**config.mk**
```make
export PLATFORM = sky130hd
export DESIGN_NAME = nmos_phase_gen_flat
export DESIGN_NICKNAME = d
export VERILOG_FILES = /design/src/rtl/nmos_phase_gen_if.sv /design/src/rtl/nmos_phase_gen.sv /design/src/flat_wrapper.sv
export SDC_FILE = /design/constraint.sdc
export NUM_CORES = 1
export LEC_CHECK = 0
export BUFFER_PORTS_ARGS = -buffer_cell sky130_fd_sc_hd__buf_4
export CORE_MARGIN = 8
export CORE_UTILIZATION = 40
export CTS_CLUSTER_SIZE = 25
export DETAILED_ROUTE_END_ITERATION = 10
export SKIP_CTS_REPAIR_TIMING = 1
export SYNTH_ARGS = -nofsm -noshare
export SYNTH_HDL_FRONTEND = slang
export SYNTH_SLANG_ARGS = --single-unit
```
**constraint.sdc**
```tcl
create_clock -name main_clk -period 2.6 [get_ports main_clk]
set_clock_uncertainty 0.2 [all_clocks]
set_input_delay 0.52 -clock main_clk [delete_from_list [all_inputs] [get_ports main_clk]]
set_output_delay 0.52 -clock main_clk [all_outputs]
set_load 0.02 [all_outputs]
```
**src/rtl/nmos_phase_gen_if.sv**
```systemverilog
// nmos_phase_gen_if: run/step/halted handshake and phase enables
// for the NMOS two-phase clock-enable generator.
interface nmos_phase_gen_if #(
  parameter int CNT_W = 16
);
  logic             run;
  logic             step;
  logic             halted;
  logic             phi1;
  logic             phi2;
  logic             ld;
  logic             phi1_rise;
  logic [CNT_W-1:0] cyc_cnt;

  modport master (
    output run,
    output step,
    input  halted,
    input  phi1,
    input  phi2,
    input  ld,
    input  phi1_rise,
    input  cyc_cnt
  );

  modport slave (
    input  run,
    input  step,
    output halted,
    output phi1,
    output phi2,
    output ld,
    output phi1_rise,
    output cyc_cnt
  );
endinterface

```
**src/rtl/nmos_phase_gen.sv**
```systemverilog
// nmos_phase_gen: two-phase non-overlapping clock-enable generator
// with free-run / single-step / halt control and cycle counter.
module nmos_phase_gen #(
  parameter int PHI1_W = 3,
  parameter int PHI2_W = 3,
  parameter int GAP_W  = 1,
  parameter int CNT_W  = 16
) (
  input  logic main_clk,
  input  logic rst_n,
  nmos_phase_gen_if.slave bus
);

  localparam int MW12 = (PHI1_W > PHI2_W) ? PHI1_W : PHI2_W;
  localparam int MAXW = (MW12 > GAP_W) ? MW12 : GAP_W;
  localparam int CW   = $clog2(MAXW + 1);

  localparam logic [CW-1:0] P1L = CW'(PHI1_W - 1);
  localparam logic [CW-1:0] P2L = CW'(PHI2_W - 1);
  localparam logic [CW-1:0] GL  =
    CW'((GAP_W > 0) ? GAP_W - 1 : 0);

  if (PHI1_W < 1 || PHI2_W < 1) begin : g_bad_param
    $error("nmos_phase_gen: PHI1_W and PHI2_W must be >= 1");
  end

  typedef enum logic [2:0] {
    HALT, PH1, GAP12, PH2, GAP21
  } state_t;

  state_t           r_state;
  state_t           w_nxt;
  logic [CW-1:0]    r_pcnt;
  logic [CW-1:0]    w_pcnt;
  logic             w_bnd;

  logic             r_halted;
  logic             r_phi1;
  logic             r_phi2;
  logic             r_ld;
  logic             r_rise;
  logic [CNT_W-1:0] r_cnt;

  logic             w_halted;
  logic             w_phi1;
  logic             w_phi2;
  logic             w_ld;
  logic             w_rise;
  logic [CNT_W-1:0] w_cnt;

  // State, phase counter and registered outputs.
  always_ff @(posedge main_clk or negedge rst_n) begin
    if (!rst_n) begin
      r_state  <= HALT;
      r_pcnt   <= '0;
      r_halted <= 1'b1;
      r_phi1   <= 1'b0;
      r_phi2   <= 1'b0;
      r_ld     <= 1'b0;
      r_rise   <= 1'b0;
      r_cnt    <= '0;
    end else begin
      r_state  <= w_nxt;
      r_pcnt   <= w_pcnt;
      r_halted <= w_halted;
      r_phi1   <= w_phi1;
      r_phi2   <= w_phi2;
      r_ld     <= w_ld;
      r_rise   <= w_rise;
      r_cnt    <= w_cnt;
    end
  end

  // Phase sequencing; the boundary decides run-on or halt.
  always_comb begin
    w_nxt  = r_state;
    w_pcnt = r_pcnt + CW'(1);
    w_bnd  = 1'b0;
    unique case (r_state)
      HALT: begin
        w_pcnt = '0;
        if (bus.run || bus.step) w_nxt = PH1;
      end
      PH1: begin
        if (r_pcnt == P1L) begin
          w_pcnt = '0;
          if (GAP_W > 0) w_nxt = GAP12;
          else           w_nxt = PH2;
        end
      end
      GAP12: begin
        if (r_pcnt == GL) begin
          w_pcnt = '0;
          w_nxt  = PH2;
        end
      end
      PH2: begin
        if (r_pcnt == P2L) begin
          w_pcnt = '0;
          if (GAP_W > 0) begin
            w_nxt = GAP21;
          end else begin
            w_bnd = 1'b1;
            w_nxt = bus.run ? PH1 : HALT;
          end
        end
      end
      GAP21: begin
        if (r_pcnt == GL) begin
          w_pcnt = '0;
          w_bnd  = 1'b1;
          w_nxt  = bus.run ? PH1 : HALT;
        end
      end
      default: begin
        w_pcnt = '0;
        w_nxt  = HALT;
      end
    endcase
  end

  // Outputs decoded from the state being entered.
  always_comb begin
    w_halted = (w_nxt == HALT);
    w_phi1   = (w_nxt == PH1);
    w_rise   = (w_nxt == PH1) && (r_state != PH1);
    w_phi2   = (w_nxt == PH2);
    w_ld     = (w_nxt == PH2) && (w_pcnt == P2L);
    w_cnt    = w_bnd ? r_cnt + CNT_W'(1) : r_cnt;
  end

  assign bus.halted    = r_halted;
  assign bus.phi1      = r_phi1;
  assign bus.phi2      = r_phi2;
  assign bus.ld        = r_ld;
  assign bus.phi1_rise = r_rise;
  assign bus.cyc_cnt   = r_cnt;

endmodule
```
**src/flat_wrapper.sv**
```systemverilog
// flat-port wrapper written by rule: the top's interface ports become plain ports
module nmos_phase_gen_flat 
#(
  parameter int PHI1_W = 3,
  parameter int PHI2_W = 3,
  parameter int GAP_W  = 1,
  parameter int CNT_W  = 16
)
  (main_clk, rst_n, bus_run, bus_step, bus_halted, bus_phi1, bus_phi2, bus_ld, bus_phi1_rise, bus_cyc_cnt);
  nmos_phase_gen_if #(.CNT_W(CNT_W)) bus_i ();
  input  logic main_clk;
  input  logic rst_n;
  input wire logic [$bits(bus_i.run)-1:0] bus_run;
  input wire logic [$bits(bus_i.step)-1:0] bus_step;
  output wire logic [$bits(bus_i.halted)-1:0] bus_halted;
  output wire logic [$bits(bus_i.phi1)-1:0] bus_phi1;
  output wire logic [$bits(bus_i.phi2)-1:0] bus_phi2;
  output wire logic [$bits(bus_i.ld)-1:0] bus_ld;
  output wire logic [$bits(bus_i.phi1_rise)-1:0] bus_phi1_rise;
  output wire logic [$bits(bus_i.cyc_cnt)-1:0] bus_cyc_cnt;
  assign bus_i.run = bus_run;
  assign bus_i.step = bus_step;
  assign bus_halted = bus_i.halted;
  assign bus_phi1 = bus_i.phi1;
  assign bus_phi2 = bus_i.phi2;
  assign bus_ld = bus_i.ld;
  assign bus_phi1_rise = bus_i.phi1_rise;
  assign bus_cyc_cnt = bus_i.cyc_cnt;
  nmos_phase_gen #(.PHI1_W(PHI1_W), .PHI2_W(PHI2_W), .GAP_W(GAP_W), .CNT_W(CNT_W)) u_core (.main_clk(main_clk), .rst_n(rst_n), .bus(bus_i));
endmodule
```
Yosys cells after proc, flatten, opt, wreduce, memory -nomap -nowiden

Cells that the tools add are included.

Register bits: 26
Bits of input ports: 4

Eq/ne operators: 9
Reduce and logical (&&, ||, !) cells: 8
Muxes and demuxes: 12
Add/sub/neg operators: 2

Operators by type and width:

| kind                                                                    | count |
|---|---|
| 16-bit by 1-bit adder with 16-bit output, second input constant         | 1 |
| 3-bit 2-to-1 mux                                                        | 5 |
| 3-bit one-hot mux with 5 select lines                                   | 1 |
| 3-bit by 2-bit equality test with 1-bit output, second input constant   | 3 |
| 3-bit by 1-bit equality test with 1-bit output, second input constant   | 2 |
| 3-bit logical NOT                                                       | 2 |
| 2-bit equality test, second input constant                              | 2 |
| 2-bit 2-to-1 mux                                                        | 2 |
| 2-bit one-hot mux with 2 select lines                                   | 1 |
| 2-bit OR reduction                                                      | 2 |
| 3-bit equality test, second input constant                              | 1 |
| 1-bit 2-to-1 mux                                                        | 3 |
| 3-bit by 1-bit inequality test with 1-bit output, second input constant | 1 |
| 2-bit by 1-bit adder with 2-bit output, second input constant           | 1 |
| 1-bit logical AND                                                       | 2 |
| 2-bit logical NOT                                                       | 1 |
| 1-bit logical OR                                                        | 1 |

Longest topological paths before layout

Gate-level depths: netlist of run 1.

Word-level depth: 5
Mapped depth: 6
Mapped depth without buffers: 6

Worst setup path after synthesis of run 1

OpenSTA, ideal clock, no wires.

Path type: flip-flop to flip-flop
From: register u_core.r_pcnt[0]
To: register u_core.r_cnt[15], in the netlist u_core.bus.cyc_cnt[15]
Period minus slack after synthesis: 1900 ps
Required time: 2272 ps
Path buffers: 0
Library setup time: 128 ps
Arrival: 1571 ps
Slack: 700 ps
Cell stages (with the launch flop): 7
Cells stage by stage: dfrtp_1 > inv_1 > ha_1 > nand4bb_1 > nor4_4 > nand4_1 > xnor2_1

Cells in the longest elaborated chain, start to end: 3

RTL lines:

| element                | line                  | source |
|---|---|---|
| start, declared        | nmos_phase_gen.sv:33  | `logic [CW-1:0] r_pcnt;` |
| start signal, assigned | nmos_phase_gen.sv:64  | `r_pcnt <= w_pcnt;` |
| 2-bit logical NOT      | nmos_phase_gen.sv:109 | `if (r_pcnt == GL) begin` |
| 1-bit 2-to-1 mux       | nmos_phase_gen.sv:109 |  |
| 1-bit 2-to-1 mux       | n/a                   |  |
| end signal, assigned   | nmos_phase_gen.sv:70  | `r_cnt <= w_cnt;` |
| end, declared          | nmos_phase_gen.sv:42  | `logic [CNT_W-1:0] r_cnt;` |

No other way between the ends.
A chain may end at the register's enable or synchronous reset.

Final worst setup path of run 1

Ends and elaborated chain as after synthesis.

==> results of run 1 <==
metrics by stage:
stage | setup WS, ns | hold WS (ns) | std cells | power, W
CTS | 0.5076 | -0.1161 | 174 | 0.001135
finish | 0.5395 | 0.2547 | 175 | 0.001120
global placement | 0.5850 | 0.2467 | 170 | 0.0009452
floorplan | 0.7003 | 0.02441 | 116 | 0.0008310
detailed placement | 0.5357 | 0.2517 | 170 | 0.0009555
global route | 0.3582 | 0.2586 | 175 | 0.001214
metal layers:
| layer | vias up | part of all wire, % | track usage (%) |
|---|---|---|---|
| met4 | 0 | 0.84 | 4.535 |
| li1 | 447 | - | - |
| met1 | 432 | 48 | 12.47 |
| met5 | - | 0 | 0 |
| met3 | 2 | 4.0 | 2.789 |
| met2 | 14 | 47 | 17.41 |
state kept, by name, indices dropped and copies added (netlist names):
name	count
u_core.bus.cyc_cnt	16
u_core.r_state	3
u_core.r_pcnt	2
u_core.bus.halted	1
u_core.bus.ld	1
u_core.bus.phi1	1
u_core.bus.phi1_rise	1
u_core.bus.phi2	1
path summary, 6_finish.rpt:
path | startpoint | end | depth (start not counted)
setup / recovery | u_core.r_pcnt[0] | u_core.bus.cyc_cnt[15] | 6
hold / removal | bus_run | u_core.bus.phi1 | 3
setup reg to reg | u_core.r_pcnt[0] | u_core.bus.cyc_cnt[15] | 6
hold reg to reg | u_core.bus.cyc_cnt[15] | u_core.bus.cyc_cnt[15] | 1
max in group asynchronous | rst_n | u_core.bus.halted | 2
min in group asynchronous | rst_n | u_core.bus.cyc_cnt[14] | 2
cell type report:
| type | count | share of cell area [%] |
|---|---|---|
| inverters | 6 | 1.519 |
| flip-flops and latches | 26 | 43.97 |
| clock buffers | 4 | 1.772 |
| well taps | 33 | 2.785 |
| repair buffers | 25 | 12.83 |
| multi-input cells | 81 | 37.13 |
cells in the final DEF, fill, tap and decap left out, drive strengths merged:
cell and count:
nor3b 1, or2 1, a2bb2oi 1, nand3 6, nand4bb 1, a22oi 1, o22ai 3, o21ai 1
nand2b 2, ha 4, nand4 3, buf 24, nor2b 1, a21oi 5, a21o 1, dfrtp 25
and4bb 1, inv 6, dlygate4sd3 1, dfstp 1, clkbuf 4, nor3 4, xnor2 7, and4 1
and3b 1, xor2 9, nor2 9, nand2 14, nor4 4
worst reg2reg max path, delay by kind of cell (launching register included):
kind | cells | cell delay, ns
and+or+nand+nor | 3 | 0.85
adders and majority gates | 1 | 0.29
DFF | 1 | 0.41
xor gates and xnor gates | 1 | 0.14
buffers and inverters | 1 | 0.08
cell families after synthesis:
| logic type | synth area share [%] |
|---|---|
| adder cells (fa/ha/maj) | 4.041 |
| AO/OA/AOI/OAI | 5.859 |
| XOR/XNOR | 11.31 |
| buffers and inverters | 2.929 |
| AND/OR/NAND/NOR | 23.23 |
| flip-flops | 52.63 |
power groups by stage:
stage	Combinational [W]	Clock, W	Sequential (W)
2_1_floorplan	0.000263	0	0.000568
3_3_place_gp	0.000379	0	0.000566
3_5_place_dp	0.000386	0	0.000569
4_1_cts	0.000387	0.000185	0.000563
5_1_grt	0.000437	0.000200	0.000577
6_report	0.000382	0.000175	0.000563
==> results.txt, run 1 <==
predominant post-synthesis flop cell - dfrtp_1
Bufs on Longest Clock Path - 2
Initial DRC Count - 64
area grow syn2layout - 19.70%
Finished Cell Area - 1483 um2
Yosys Warn Count - 0
CTS tree - done
Routed Antenna Nets - 0
number of port buffers - 24
Hold Path Class - in -> reg
status - completed
top-count cell post-synth - dfrtp_1
Core Util, Final - 49.38%
setup TNS - 0 ns
Post-Syn Area - 1239 um2
count of final max-slew check failures - 0
Worst setup SP type - flop
Antenna Cells - 0
total CTS buffers - 3
Ports - 25
critical path arrival - 2.08 ns
worst-skew pair later-pin latency - 0.32 ns
vias per cell - 5.114
Syn Area/Cell - 10.68 um2
post-synth cell types - 31
Synth area leader - dfrtp_1
root buf cell - clkbuf_4
largest net degree at the start of global routing - 27
Leakage - 0.7376 nW
Fin. Hold Viols - 0
first-pass GRT wire length - 4436 um
# rows - 20
Slowest Stage Delay on Critical Path - 0.43 ns
Clock Sinks - 26
Yosys top cell area share - 50.51%
DP Wirelength - 1735 um
Sw Share - 36.43%
ratio of final minimum period to clock period - 79.25%
vias in the first global route - 979
Post-DP Area - 1446 um2
gr ovfl total - 0
Vias - 895
all-layer global routing usage - 10.52%
share of cells above drive strength 1 - 22.54%
Max-cap violations - 0
worst-margin pin slew - 0.3694 ns
Reg area - 651.9 um2
sequential fraction of design power - 50.3%
Sw Pwr - 0.0004082 W
Crit Path Max Fanout - 8
Pre-antenna DRT Iters - 4
RSZ-0062 raised after global routing - no
final net count - 151
worst path cell trace - inv_1, ha_1, nand4bb_1, nor4_4, nand4_1, xnor2_1
Die Wd - 71.65 um
Critical Path End Type - flop
Clk pin slew, worst setup/hold paths - 0.14 ns
Max-slew headroom - 75.37%
initial core utilization - 41.25%
Worst EP required - 2.62 ns
Combinational Power Share - 34.1%
Multi-input gate area - 550.5 um2
Mapped Cells - 116
Critical-path top delay cell - nor4_4
DRT Wirelength - 2377 um
synth cell count leaders - 25 x dfrtp_1, 14 x nand2_1, 9 x nor2_1, 9 x xor2_1, 7 x xnor2_1
routability congestion estimate - 0.7643
Synth area leaders - dfrtp_1 51%, xor2_1 6.4%, xnor2_1 4.9%, nand2_1 4.2%, ha_1 4.0%
DRC viols - 0
H-tree depth - 1
Int Pwr - 0.0007123 W
maximum vdd drop - 0.4712 mV
Synth Register Bits - 26
minimum clock period - 2.060 ns
clock power share - 15.7%
Max Freq - 485.3 MHz
worst setup path class - reg -> reg
Crit path max-delay family - simple AND/OR/NAND/NOR gates
Seq/Total Area, Yosys - 52.63%
initial antenna violation count - 0
Core ar. - 3003 um2
ys async rst share - 100.0%
power per cell area - 755.7 nW/um2
Routed wire per std cell - 13.58 um
Post-synth EDFFs - 0
CP Buf/Inv Count - 1
Die Y-Extent - 71.65 um
die area - 5134 um2
syn nets - 124
flop2flop setup slack - 0.54 ns
Final setup viols - 0
Filler cells - 284
Power figures use the tool's default switching activity.
==> inputs of run 2 (changes only) <==
Settings changed: ABC_AREA set to 1.
Clock period 2.6 ns to 1.88 ns, I/O delays scaled along.
==> run 2 against run 1 <==
Critical path type unchanged. Hold slack lost 0.054 ns. Critical path depth up 3. Die area rose by 9.4%. Sequential share of layout area is 4.8 points lower. Highest routed layer unchanged.
==> results.txt, run 2 <==
status - completed
grt met1 use - 13.70%
number of port buffers - 24
Clk pin slew, worst setup/hold paths - 0.15 ns
non-filler instance count after layout - 245
placed cells - 240
Max Freq - 581.3 MHz
XOR/XNOR share of the synthesized area - 5.586%
Yosys Warn Count - 0
Crit Path Max Fanout - 14
RSZ-0062 raised after global routing - no
Worst setup SP type - flop
largest family of logic cells by synthesized area - simple AND/OR/NAND/NOR gates
Die Y-Extent - 74.93 um
worst setup path class - reg -> reg
# rows - 21
Initial DRC Count - 67
Synth Area in Simple Gates - 33.69%
Max-slew headroom - 75.21%
Yosys top cell area share - 45.05%
Leakage - 0.8800 nW
ratio of final minimum period to clock period - 91.50%
most frequent cells in the layout - 58 x nand2_1, 25 x buf_4, 25 x dfrtp_1
all-layer global routing usage - 11.70%
min setup slack post-route - 0.1597 ns
area grow syn2layout - 19.91%
top-count cell post-synth - nand2_1
initial core utilization - 41.62%
Routed wire per std cell - 11.82 um
Core Util, Final - 49.91%
Critical-path top delay cell - dfrtp_1
die area - 5614 um2
commonest non-fill, non-tap cell in the layout - nand2_1
Final setup viols - 0
root buf cell - clkbuf_4
maximum vdd drop - 0.5707 mV
Finished Cell Area - 1665 um2
vias per cell - 4.739
Pre-antenna DRT Iters - 4
Post-Syn Area - 1389 um2
post-synth cell types - 22
Mapped Cells - 170
ys async rst share - 100.0%
routability congestion estimate - 0.8307
Routed Antenna Nets - 0
Synth Register Bits - 26
DRT Wirelength - 2897 um
worst-skew pair later-pin latency - 0.33 ns
CTS tree - done
final net count - 208
synth cell count leaders - 58 x nand2_1, 25 x dfrtp_1, 21 x nor2_1
CP dominant cell by count - nand2_1
Slowest Stage Delay on Critical Path - 0.40 ns
H-tree depth - 1
Die Wd - 74.93 um
Vias - 1161
critical path arrival - 1.76 ns
Post-DP Area - 1627 um2
first-pass GRT wire length - 5057 um
predominant post-synthesis flop cell - dfrtp_1
Syn Area/Cell - 8.170 um2
Setup WS pre-CTS - 0.1203 ns
met2 Use GR - 19.67%
Antenna Cells - 0
GRT Max-Usage Layer - met2
share of cells above drive strength 1 - 19.10%
Critical Path End Type - flop
worst-margin pin slew - 0.3704 ns
DRC viols - 0
minimum clock period - 1.720 ns
largest net degree at the start of global routing - 27
Post-synth EDFFs - 0
Seq/Total Area, Yosys - 46.94%
routing usage on met3 - 3.063%
total CTS buffers - 3
syn nets - 178
initial antenna violation count - 0
count of final max-slew check failures - 0
Synth Area in Adders - 3.604%
Worst EP required - 1.92 ns
Hold Path Class - in -> reg
mux share of post-synthesis cell area - 0%
Crit path max-delay family - simple AND/OR/NAND/NOR gates
Bufs on Longest Clock Path - 2
Clock Sinks - 26
Ports - 25
worst path cell trace - inv_1, ha_1, inv_1, nor2_8, nand2_4, nor2_8, nand2_1, nand2_1, nand2_1
Synth area leader - dfrtp_1
vias in the first global route - 1155
Core ar. - 3337 um2
Compound-Gate Fraction of Synth Area - 4.234%
Synth area leaders - dfrtp_1 45%, nand2_1 16%, nor2_1 5.7%, inv_1 5.4%, ha_1 3.6%
Fin. Hold Viols - 0
Max-cap violations - 0
DP Wirelength - 2236 um
power per cell area - 959.0 nW/um2
setup TNS - 0 ns
max reg flops - 16
gr ovfl total - 0
CP Buf/Inv Count - 2
==> run 2: cell count changes after synthesis, moves of 6 or more <==
cell and delta:
inv_1 +14, o21ai_0 +6, nor2_1 +12, nand2_1 +44
xor2_1 -6
==> run 2: layer usage <==
layer / vias up / wire length (um)
li1: 584 / -
met1: 547 / 1365
met2: 26 / 1326
met3: 4 / 170
met4: 0 / 34
met5: - / 0
==> run 2: final cells by class <==
| type | instances | area [um2] |
|---|---|---|
| clock buffer | 4 | 26.28 |
| fill | 345 | 1672 |
| inverter | 20 | 75.07 |
| multi-input combinational | 123 | 656.9 |
| sequential | 26 | 651.9 |
| tap | 46 | 57.56 |
| timing repair buffer | 26 | 197.7 |
==> run 2: cells by family after synthesis <==
kind of cell	after synthesis
flip-flops	26
adder cells (fa/ha/maj)	4
buffers and inverters	21
AO/OA/AOI/OAI	11
AND/OR/NAND/NOR	100
XOR/XNOR	8
==> run 2: path summary, 6_finish.rpt <==
check | startpoint | to | slack, ns | cells after the start
worst max-delay path | u_core.r_pcnt[0] | u_core.bus.cyc_cnt[11] | 0.16 | 9
worst min-delay path | bus_step | u_core.bus.phi1_rise | 0.20 | 5
worst max register to register | u_core.r_pcnt[0] | u_core.bus.cyc_cnt[11] | 0.16 | 9
worst min register to register | u_core.bus.cyc_cnt[6] | u_core.bus.cyc_cnt[6] | 0.34 | 1
max in group asynchronous | rst_n | u_core.bus.halted | 0.91 | 2
min in group asynchronous | rst_n | u_core.bus.cyc_cnt[5] | 0.27 | 2
==> run 2: power by group <==
group	total [W]	internal, W	switching (W)
Sequential	0.000762	0.000672	0.0000897
Combinational	0.000585	0.000217	0.000368
Clock	0.000250	0.0000833	0.000167
Total	0.00160	0.000972	0.000625
==> run 2: per-stage QoR <==
| stage | power (W) | hold WS [ns] |
|---|---|---|
| 6_report | 0.001597 | 0.2009 |
| 5_1_grt | 0.001725 | 0.2476 |
| 4_1_cts | 0.001607 | -0.2666 |
| 3_5_place_dp | 0.001357 | 0.1080 |
| 3_3_place_gp | 0.001341 | 0.1012 |
| 2_1_floorplan | 0.001158 | -0.1196 |
==> run 2: tightest hold or removal path, delay by kind of cell <==
family        cells  cell delay [ns]
buf+inv           2             0.13
simple gates      3             0.19
